`src/rtl/inst_sequencer_pkg.sv`:
```
// Shared definitions for the instruction sequencer: instruction word layout,
// core opcodes, the idle instruction and the sequencer state type.
package inst_sequencer_pkg;

  localparam int INST_W_DEF = 16;

  // Field positions inside {opcode, r1, r2/data, r3/data}
  localparam int OPC_MSB = 15;
  localparam int OPC_LSB = 12;
  localparam int R1_MSB  = 11;
  localparam int R1_LSB  = 8;
  localparam int R2_MSB  = 7;
  localparam int R2_LSB  = 4;
  localparam int R3_MSB  = 3;
  localparam int R3_LSB  = 0;

  localparam logic [3:0] OP_MVR = 4'h0;
  localparam logic [3:0] OP_LDB = 4'h1;
  localparam logic [3:0] OP_STB = 4'h2;
  localparam logic [3:0] OP_RDS = 4'h3;
  localparam logic [3:0] OP_ADD = 4'h4;
  localparam logic [3:0] OP_SUB = 4'h5;
  localparam logic [3:0] OP_AND = 4'h6;
  localparam logic [3:0] OP_OR  = 4'h7;
  localparam logic [3:0] OP_XOR = 4'h8;

  // RDS writes no register, so the core can execute it harmlessly forever.
  localparam logic [INST_W_DEF-1:0] DEFAULT_IDLE_WORD = {OP_RDS, 12'h000};

  typedef enum logic {
    IDLE = 1'b0,
    RUN  = 1'b1
  } state_e;

endpackage

```
`src/rtl/inst_sequencer_mem.sv`:
```
// Program store: DEPTH x INST_W register array, synchronous write,
// asynchronous read.
module inst_mem #(
  parameter int DEPTH  = 16,
  parameter int INST_W = 16,
  parameter int AW     = $clog2(DEPTH)
) (
  input  logic              clk,
  input  logic              we,
  input  logic [AW-1:0]     waddr,
  input  logic [INST_W-1:0] wdata,
  input  logic [AW-1:0]     raddr,
  output logic [INST_W-1:0] rdata
);

  logic [INST_W-1:0] mem_q [DEPTH];

  // NOTE: storage arrays get no reset; the sequencer's count gates every read,
  // and leaving the reset out keeps this a plain register file.
  always_ff @(posedge clk) begin
    if (we) mem_q[waddr] <= wdata;
  end

  assign rdata = mem_q[raddr];

endmodule

```
`src/rtl/inst_sequencer.sv`:
```
// Loads a short program over a valid/ready port and replays it to the CPU
// core one word per clock, driving an idle instruction whenever not running.
module inst_sequencer
  import inst_sequencer_pkg::*;
#(
  parameter int                DEPTH     = 16,
  parameter int                INST_W    = INST_W_DEF,
  parameter logic [INST_W-1:0] IDLE_WORD = DEFAULT_IDLE_WORD
) (
  input  logic                       clk,
  input  logic                       rst,
  input  logic                       load_valid,
  output logic                       load_ready,
  input  logic [INST_W-1:0]          load_data,
  input  logic                       clear,
  input  logic                       start,
  input  logic                       loop_en,
  input  logic                       halt_req,
  output logic [INST_W-1:0]          inst_out,
  output logic                       inst_valid,
  output logic [$clog2(DEPTH)-1:0]   pc,
  output logic [$clog2(DEPTH):0]     count,
  output logic                       busy,
  output logic                       done
);

  localparam int AW = $clog2(DEPTH);
  localparam int CW = AW + 1;

  state_e            state_q, state_d;
  logic [CW-1:0]     count_q, count_d;
  logic [AW-1:0]     wr_ptr_q, wr_ptr_d;
  logic [AW-1:0]     pc_q, pc_d;
  logic [INST_W-1:0] inst_out_q, inst_out_d;
  logic              inst_valid_q, inst_valid_d;
  logic              done_q, done_d;

  logic              mem_we;
  logic [AW-1:0]     rd_addr;
  logic [INST_W-1:0] rd_data;
  logic              hs;
  logic              last;

  inst_mem #(
    .DEPTH  (DEPTH),
    .INST_W (INST_W),
    .AW     (AW)
  ) u_mem (
    .clk   (clk),
    .we    (mem_we),
    .waddr (wr_ptr_q),
    .wdata (load_data),
    .raddr (rd_addr),
    .rdata (rd_data)
  );

  assign hs   = load_valid && load_ready;
  assign last = (pc_q == AW'(count_q - 1'b1));

  // NOTE: sequential state uses non-blocking assignments so every flop
  // samples the pre-edge value of its neighbours.
  always_ff @(posedge clk or posedge rst) begin
    if (rst) begin
      state_q      <= IDLE;
      count_q      <= '0;
      wr_ptr_q     <= '0;
      pc_q         <= '0;
      inst_out_q   <= IDLE_WORD;
      inst_valid_q <= 1'b0;
      done_q       <= 1'b0;
    end else begin
      state_q      <= state_d;
      count_q      <= count_d;
      wr_ptr_q     <= wr_ptr_d;
      pc_q         <= pc_d;
      inst_out_q   <= inst_out_d;
      inst_valid_q <= inst_valid_d;
      done_q       <= done_d;
    end
  end

  // NOTE: every signal written here gets a default first so no path
  // leaves one unassigned and infers a latch.
  always_comb begin
    state_d      = state_q;
    count_d      = count_q;
    wr_ptr_d     = wr_ptr_q;
    pc_d         = pc_q;
    inst_out_d   = inst_out_q;
    inst_valid_d = inst_valid_q;
    done_d       = 1'b0;
    mem_we       = 1'b0;
    rd_addr      = '0;

    unique case (state_q)
      IDLE: begin
        if (clear) begin
          count_d  = '0;
          wr_ptr_d = '0;
        end else begin
          if (hs) begin
            mem_we   = 1'b1;
            wr_ptr_d = wr_ptr_q + 1'b1;
            count_d  = count_q + 1'b1;
          end
          if (start && (count_q != '0 || hs)) begin
            state_d      = RUN;
            pc_d         = '0;
            inst_valid_d = 1'b1;
            // An empty store gets its first word this very cycle: bypass it.
            inst_out_d   = (count_q == '0) ? load_data : rd_data;
          end
        end
      end
      RUN: begin
        if (halt_req) begin
          state_d      = IDLE;
          inst_valid_d = 1'b0;
          inst_out_d   = IDLE_WORD;
        end else if (last && !loop_en) begin
          state_d      = IDLE;
          inst_valid_d = 1'b0;
          inst_out_d   = IDLE_WORD;
          done_d       = 1'b1;
        end else begin
          rd_addr    = last ? '0 : pc_q + 1'b1;
          pc_d       = rd_addr;
          inst_out_d = rd_data;
        end
      end
      default: state_d = IDLE;
    endcase
  end

  always_comb begin
    load_ready = (state_q == IDLE) && (count_q < CW'(DEPTH));
    busy       = (state_q == RUN);
    inst_out   = inst_out_q;
    inst_valid = inst_valid_q;
    pc         = pc_q;
    count      = count_q;
    done       = done_q;
  end

endmodule

```
`config.mk`:
```
export PLATFORM = sky130hd
export DESIGN_NAME = inst_sequencer
export DESIGN_NICKNAME = d
export VERILOG_FILES = /design/src/rtl/inst_sequencer_pkg.sv /design/src/rtl/inst_sequencer_mem.sv /design/src/rtl/inst_sequencer.sv
export SDC_FILE = /design/constraint.sdc
export NUM_CORES = 1
export LEC_CHECK = 0
export BUFFER_PORTS_ARGS = -buffer_cell sky130_fd_sc_hd__buf_2
export CAP_MARGIN = 10
export CORE_AREA = 2 2 152 154
export CTS_CLUSTER_DIAMETER = 150
export DETAILED_ROUTE_END_ITERATION = 6
export DIE_AREA = 0 0 154 156
export PLACE_DENSITY = 0.75
export SYNTH_ARGS = -nofsm -noshare
export SYNTH_HDL_FRONTEND = slang
export SYNTH_SLANG_ARGS = --single-unit
```
`constraint.sdc`:
```
create_clock -name clk -period 2.8 [get_ports clk]
set_input_delay 0.28 -clock clk [delete_from_list [all_inputs] [get_ports clk]]
set_output_delay 0.28 -clock clk [all_outputs]
set_load 0.01 [all_outputs]
```
### Word level (Yosys, flattened, before mapping)

Memories as Yosys holds them, arrays and structs flattened.
Index checks and enable logic that the tools add are counted.
W data, S select, Z words.

* word-level logic and storage cells: 70
* flip-flop bits (word level): 32
* output and inout port bits: 29
* memories kept: 1
* input bits: 23
* memory bits (writable): 256

* bitwise logic cells: 1
* reductions and logical operators: 13
* mux-type cells: 37
* add/subtract/negate cells: 4
* magnitude comparators: 1
* equality and inequality tests: 6

Memory list
* u_mem.mem_q: words 16, width 16, read ports 1, clocked after Yosys merged registers in 0, wr ports 1, line inst_sequencer_mem.sv:16 `logic [INST_W-1:0] mem_q [DEPTH];`

Operators with widths (number)
* $mux W16: 5
* $mux W4: 10
* $pmux W16 S2: 1
* $mux W1: 16
* $mux W5: 2
* $add A4 B1 Y4 const B: 2
* $ne A2 B2 Y1 const B: 4
* $pmux W4 S2: 1
* $add A5 B1 Y5 const B: 1
* $logic_not A5 Y1: 1
* $lt A5 B5 Y1 const B: 1
* $reduce_bool A5 Y1: 1
* $eq A4 B4 Y1: 1
* $logic_and A1 B1 Y1: 4
* $pmux W1 S2: 2
* $reduce_and A2 Y1: 2
* $reduce_and A4 Y1: 1
* $sub A4 B1 Y4 const B: 1
* $ne A3 B2 Y1 const B: 1
* $reduce_and A3 Y1: 1
* $reduce_bool A2 Y1: 1
* $logic_not A1 Y1: 1
* $logic_or A1 B1 Y1: 1
* $not A1 Y1: 1

### Longest topological paths before layout

An unclocked memory read counts as a cell.

* depth after elaboration: 11
* gate-level depth with buffers: 12
* mapped depth without buffers: 9

### By module

Synthesis repeated with hierarchy kept, for this count alone.

* cells, all modules: 667
* area, all modules: 11987.7 um^2

Modules (own cells, without submodules)
* inst_mem: area an instance 9723.1 um^2, cells an instance 416, instances 1, seq. area each 7687.4 um^2
* inst_sequencer: area an instance 2264.7 um^2, cells an instance 251, instances 1, seq. area each 803.3 um^2

### Least setup slack after synthesis

No wires, ideal clock.

* path kind: register to register
* from: register state_q, in the netlist busy
* to: memory u_mem.mem_q[0][0] (enable)
* path buffers: 2
* arrival time: 2488 ps
* stages on the path, launching flop included: 6
* data required time: 2370 ps
* slack: -118 ps
* setup time: 430 ps
* clock period less this slack: 2918 ps
* cell sequence: dfrtp_1 buf_4 nor2_1 nand2_1 clkbuf_1 nor4_1

* longest elaborated chain between the ends: 8

RTL lines
* start, declared: line inst_sequencer.sv:30 `state_e state_q, state_d;`
* start signal, assigned: line inst_sequencer.sv:72 `state_q <= state_d;`
* $not A1 Y1 (no source line)
* $logic_and A1 B1 Y1: line inst_sequencer.sv:136 `load_ready = (state_q == IDLE) && (count_q < CW'(DEPTH));`
* $logic_and A1 B1 Y1: line inst_sequencer.sv:57 `assign hs = load_valid && load_ready;`
* $mux W1: line inst_sequencer.sv:101 `if (hs) begin`
* $mux W1: line inst_sequencer.sv:97 `if (clear) begin`
* $mux W1 (*): line inst_sequencer.sv:95 `unique case (state_q)`
* $mux W1 (*): line inst_sequencer_mem.sv:21 `if (we) mem_q[waddr] <= wdata;`
* $mux W1 (implied by the code) (*): line inst_sequencer_mem.sv:21
* end, declared: line inst_sequencer_mem.sv:16

Mark *: on every way between the ends. The rest lies on a longest branch, timed or not.

### Worst setup path in the final report

* from: register pc_q[0], in the netlist pc[0]
* to: register inst_out_q[9], in the netlist inst_out[9]

* longest elaborated chain between the ends: 10
* elaborated cells on any way between the ends: 14
* those cells by class: add/sub: 1; eq/ne: 1; mux: 10; reduce/logical: 1; memory: 1

RTL lines
* start, declared: line inst_sequencer.sv:33 `logic [AW-1:0] pc_q, pc_d;`
* start signal, assigned: line inst_sequencer.sv:75 `pc_q <= pc_d;`
* $add A4 B1 Y4 / $eq A4 B4 Y1 (equally long branches): line inst_sequencer.sv:126, inst_sequencer.sv:58
* $mux W4 / $logic_and A1 B1 Y1 (equally long branches): line inst_sequencer.sv:126, inst_sequencer.sv:120
* $mux W4: line inst_sequencer.sv:120 `end else if (last && !loop_en) begin`
* $mux W4: line inst_sequencer.sv:116 `if (halt_req) begin`
* $mux W4: line inst_sequencer.sv:95
* $mem_v2 Z16 W16
* $mux W16: line inst_sequencer.sv:111 `inst_out_d = (count_q == '0) ? load_data : rd_data;`
* $mux W16: line inst_sequencer.sv:106 `if (start && (count_q != '0 || hs)) begin`
* $mux W16: line inst_sequencer.sv:97
* $pmux W16 S2 (*): line inst_sequencer.sv:95
* end signal, assigned: line inst_sequencer.sv:76 `inst_out_q <= inst_out_d;`
* end, declared: line inst_sequencer.sv:34 `logic [INST_W-1:0] inst_out_q, inst_out_d;`

Mark *: on every way between the ends. The rest lies on a longest branch, timed or not. The select of a mux whose other input is x is not followed.
A chain may end at the register's enable or synchronous reset.

==> qor.txt <==
Hold Path Cell Cnt = 2
worst hold slack = 0.0317 ns
Seq cells post-synth = 288
max-cap viol count = 0
CTS Buffer Depth = 3
post-synthesis instance area = 0.0122 mm^2
EDFF count, synth = 256
initial DRC count = 1363
crit share post-route = 0.989
wire per inst = 26.6 um
ant diodes = 0
post-synth top area share = 0.630
top cells by count, synth = edfxtp_1 (256), o21ai_0 (63), nor2_1 (52)
first drt pass iteration count = 6
Max VDD drop = 0.000626 V
vias per std cell = 6.75
final worst slack = 0.0315 ns
largest net degree at the start of global routing = 44
setup violators final = 0
synth unique cells = 57
Pwr Density = 848 mW/mm^2
vias in the first global route = 8577
Worst Skew = 0.0145 ns
Filler Cells Inserted = 1602
fin. max-slew vios = 0
critical path arrival = 3.21 ns
GRT Total Usage = 0.284
top-count cell post-synth = edfxtp_1
full die area = 0.0240 mm^2
area grow syn2layout = 16.0%
CP required = 3.25 ns
nature of the critical path endpoint = flop
htree depth = 1
crit-path max FO = 18
Top Ports = 52
area leader, netlist = edfxtp_1
largest cells by area after synthesis = edfxtp_1 (63%), dfrtp_1 (6.2%), o21ai_0 (2.6%), mux2i_1 (2.3%), nor3_1 (1.9%)
yosys warns = 0
dpl ws = 0.0859 ns
Lkg Pwr = 4.93 nW
Async SR Flop Fraction = 0.111
Mapped Avg Cell Area = 13.7 um^2
Max Clk Rate = 0.361 GHz
dominant synthesized flop cell = edfxtp_1
Nets = 1013
Post-Route WL = 34200 um
clock buffer count from CTS = 28
floorplan core area = 0.0224 mm^2
Design Area, Final = 0.0142 mm^2
critical path class = flop to flop
Routed Antenna Nets = 0
port buffer count = 51
Sink Count = 288
Setup TNS = 0 ns
Starting Density = 0.546
Die Ht = 156 um
R2R setup slack = 0.03 ns
sequential share of the synthesized area = 0.696
share of layout cells above drive strength 1 = 0.202
DRC violations left = 0
GR Overflow Total = 0
placed cell areas = 0.0132 mm^2
total number of vias = 8676
outcome = finished, final reports clean
Root Buffer = clkbuf_16
minimum clock period = 2.77 ns
Detailed Place HPWL = 20200 um
Startpoint Class = flop
Final Hold Fails = 0
Syn Inst Count = 890
Least-Margin Pin Slew = 0.938 ns
# rows = 55
RSZ-0062 raised after global routing = true
Final GP Congestion = 0.896
clk_lat worst skew = 0.56 ns
Slew Limit Headroom = 0.369
first-pass GRT wire length = 51500 um
chip width = 154 um
worst min path class = primary input to flop
Worst R2R Path Depth = 8
TritonCTS clock tree = built
Synthesized Nets = 921
CTS clock-pin slew for the worst setup and hold paths = 0.06 ns
initial antenna violation count = 0
[cells in the final DEF, fill, tap and decap left out, types with 6 or more instances in the layout]
master,n
edfxtp_1,256
buf_4,70
o21ai_0,61
nor2_1,51
buf_2,51
nor3_1,47
a21oi_1,38
and3_1,36
nand2_1,32
dfrtp_1,30
clkbuf_16,29
mux2i_1,28
nand3_1,21
a31oi_1,18
inv_1,17
mux2_2,16
nor4_1,15
o2bb2ai_1,15
a2bb2oi_1,14
o211ai_1,13
o32ai_1,13
o2111ai_1,13
o311ai_1,12
o22ai_1,7
ha_1,7
clkbuf_1,7
clkinv_1,6
[registers in the layout (all words and copies together) (netlist names)]
| signal | count |
|---|---|
| count | 5 |
| inst_valid | 1 |
| done | 1 |
| u_mem.mem_q | 256 |
| inst_out | 16 |
| pc | 4 |
| busy | 1 |
| wr_ptr_q | 4 |
[per-layer routing]
metal | track usage | up-vias | part of all wire
met1 | 0.394 | 4184 | 0.39
met4 | 0.125 | 0 | 0.055
met2 | 0.443 | 662 | 0.45
met5 | 0 | - | 0
li1 | - | 3703 | -
met3 | 0.0542 | 127 | 0.11
[what timing repair did]
action / 4_1_cts / 5_1_grt
hold buffers: 2 / 0
resized for setup: 0 / 8
setup buffers: 0 / 3
setup endpoints to repair: 0 / 11
endpoints found under the hold margin: 31 / 0
[path summary, 6_finish.rpt]
path                                               start                        to
worst min register to register  inst_out[12]$_DFFE_PP1P_  inst_out[12]$_DFFE_PP1P_
worst min-delay path                               clear      count[4]$_DFFE_PP0P_
max in group asynchronous                            rst  inst_out[12]$_DFFE_PP1P_
min in group asynchronous                            rst   wr_ptr_q[3]$_DFFE_PP0P_
worst max-delay path                   pc[0]$_DFFE_PP0P_   inst_out[9]$_DFFE_PP0P_
worst max register to register         pc[0]$_DFFE_PP0P_   inst_out[9]$_DFFE_PP0P_
[critical path, cell delays in order, from the launching register on]
cell and delay (ns):
dfrtp_1 0.47, ha_4 0.37, inv_2 0.32, nand2_1 0.49, buf_4 0.32, nor3_1 0.25, o311ai_2 0.18, nor3_1 0.18
nor2_1 0.06
[per-stage QoR]
stage                     cells  power (mW)  utilization
after floorplan             890        7.01            -
after global placement     1231        8.17        0.589
after detailed placement   1231        8.22        0.589
after CTS                  1281        11.9        0.630
after global routing       1285        12.4        0.633
final                      1285        12.0        0.633
[kinds of logic after synthesis]
kind of cell | count (synthesis) | synth area share
flops | 288 | 0.696
compound gates | 235 | 0.130
xor+xnor | 9 | 0.00769
simple gates | 221 | 0.0908
fa+ha+maj | 8 | 0.00820
mux | 44 | 0.0377
buf+inv | 85 | 0.0298
[cell type report]
cell class | instances | area [um^2] | share of cell area
Clock inverter | 13 | 181 | 0.0128
Timing Repair Buffer | 128 | 906 | 0.0640
Tap cell | 285 | 357 | 0.0252
Sequential cell | 288 | 8490 | 0.599
Clock buffer | 35 | 727 | 0.0513
Multi-Input combinational cell | 517 | 3430 | 0.242
Inverter | 19 | 71.3 | 0.00504
[power breakdown]
part | switching (mW) | internal [mW]
logic | 2.05 | 1.17
registers | 0.150 | 4.88
clock network | 1.56 | 2.20
Note: power is estimated with default switching activity, not from simulation.
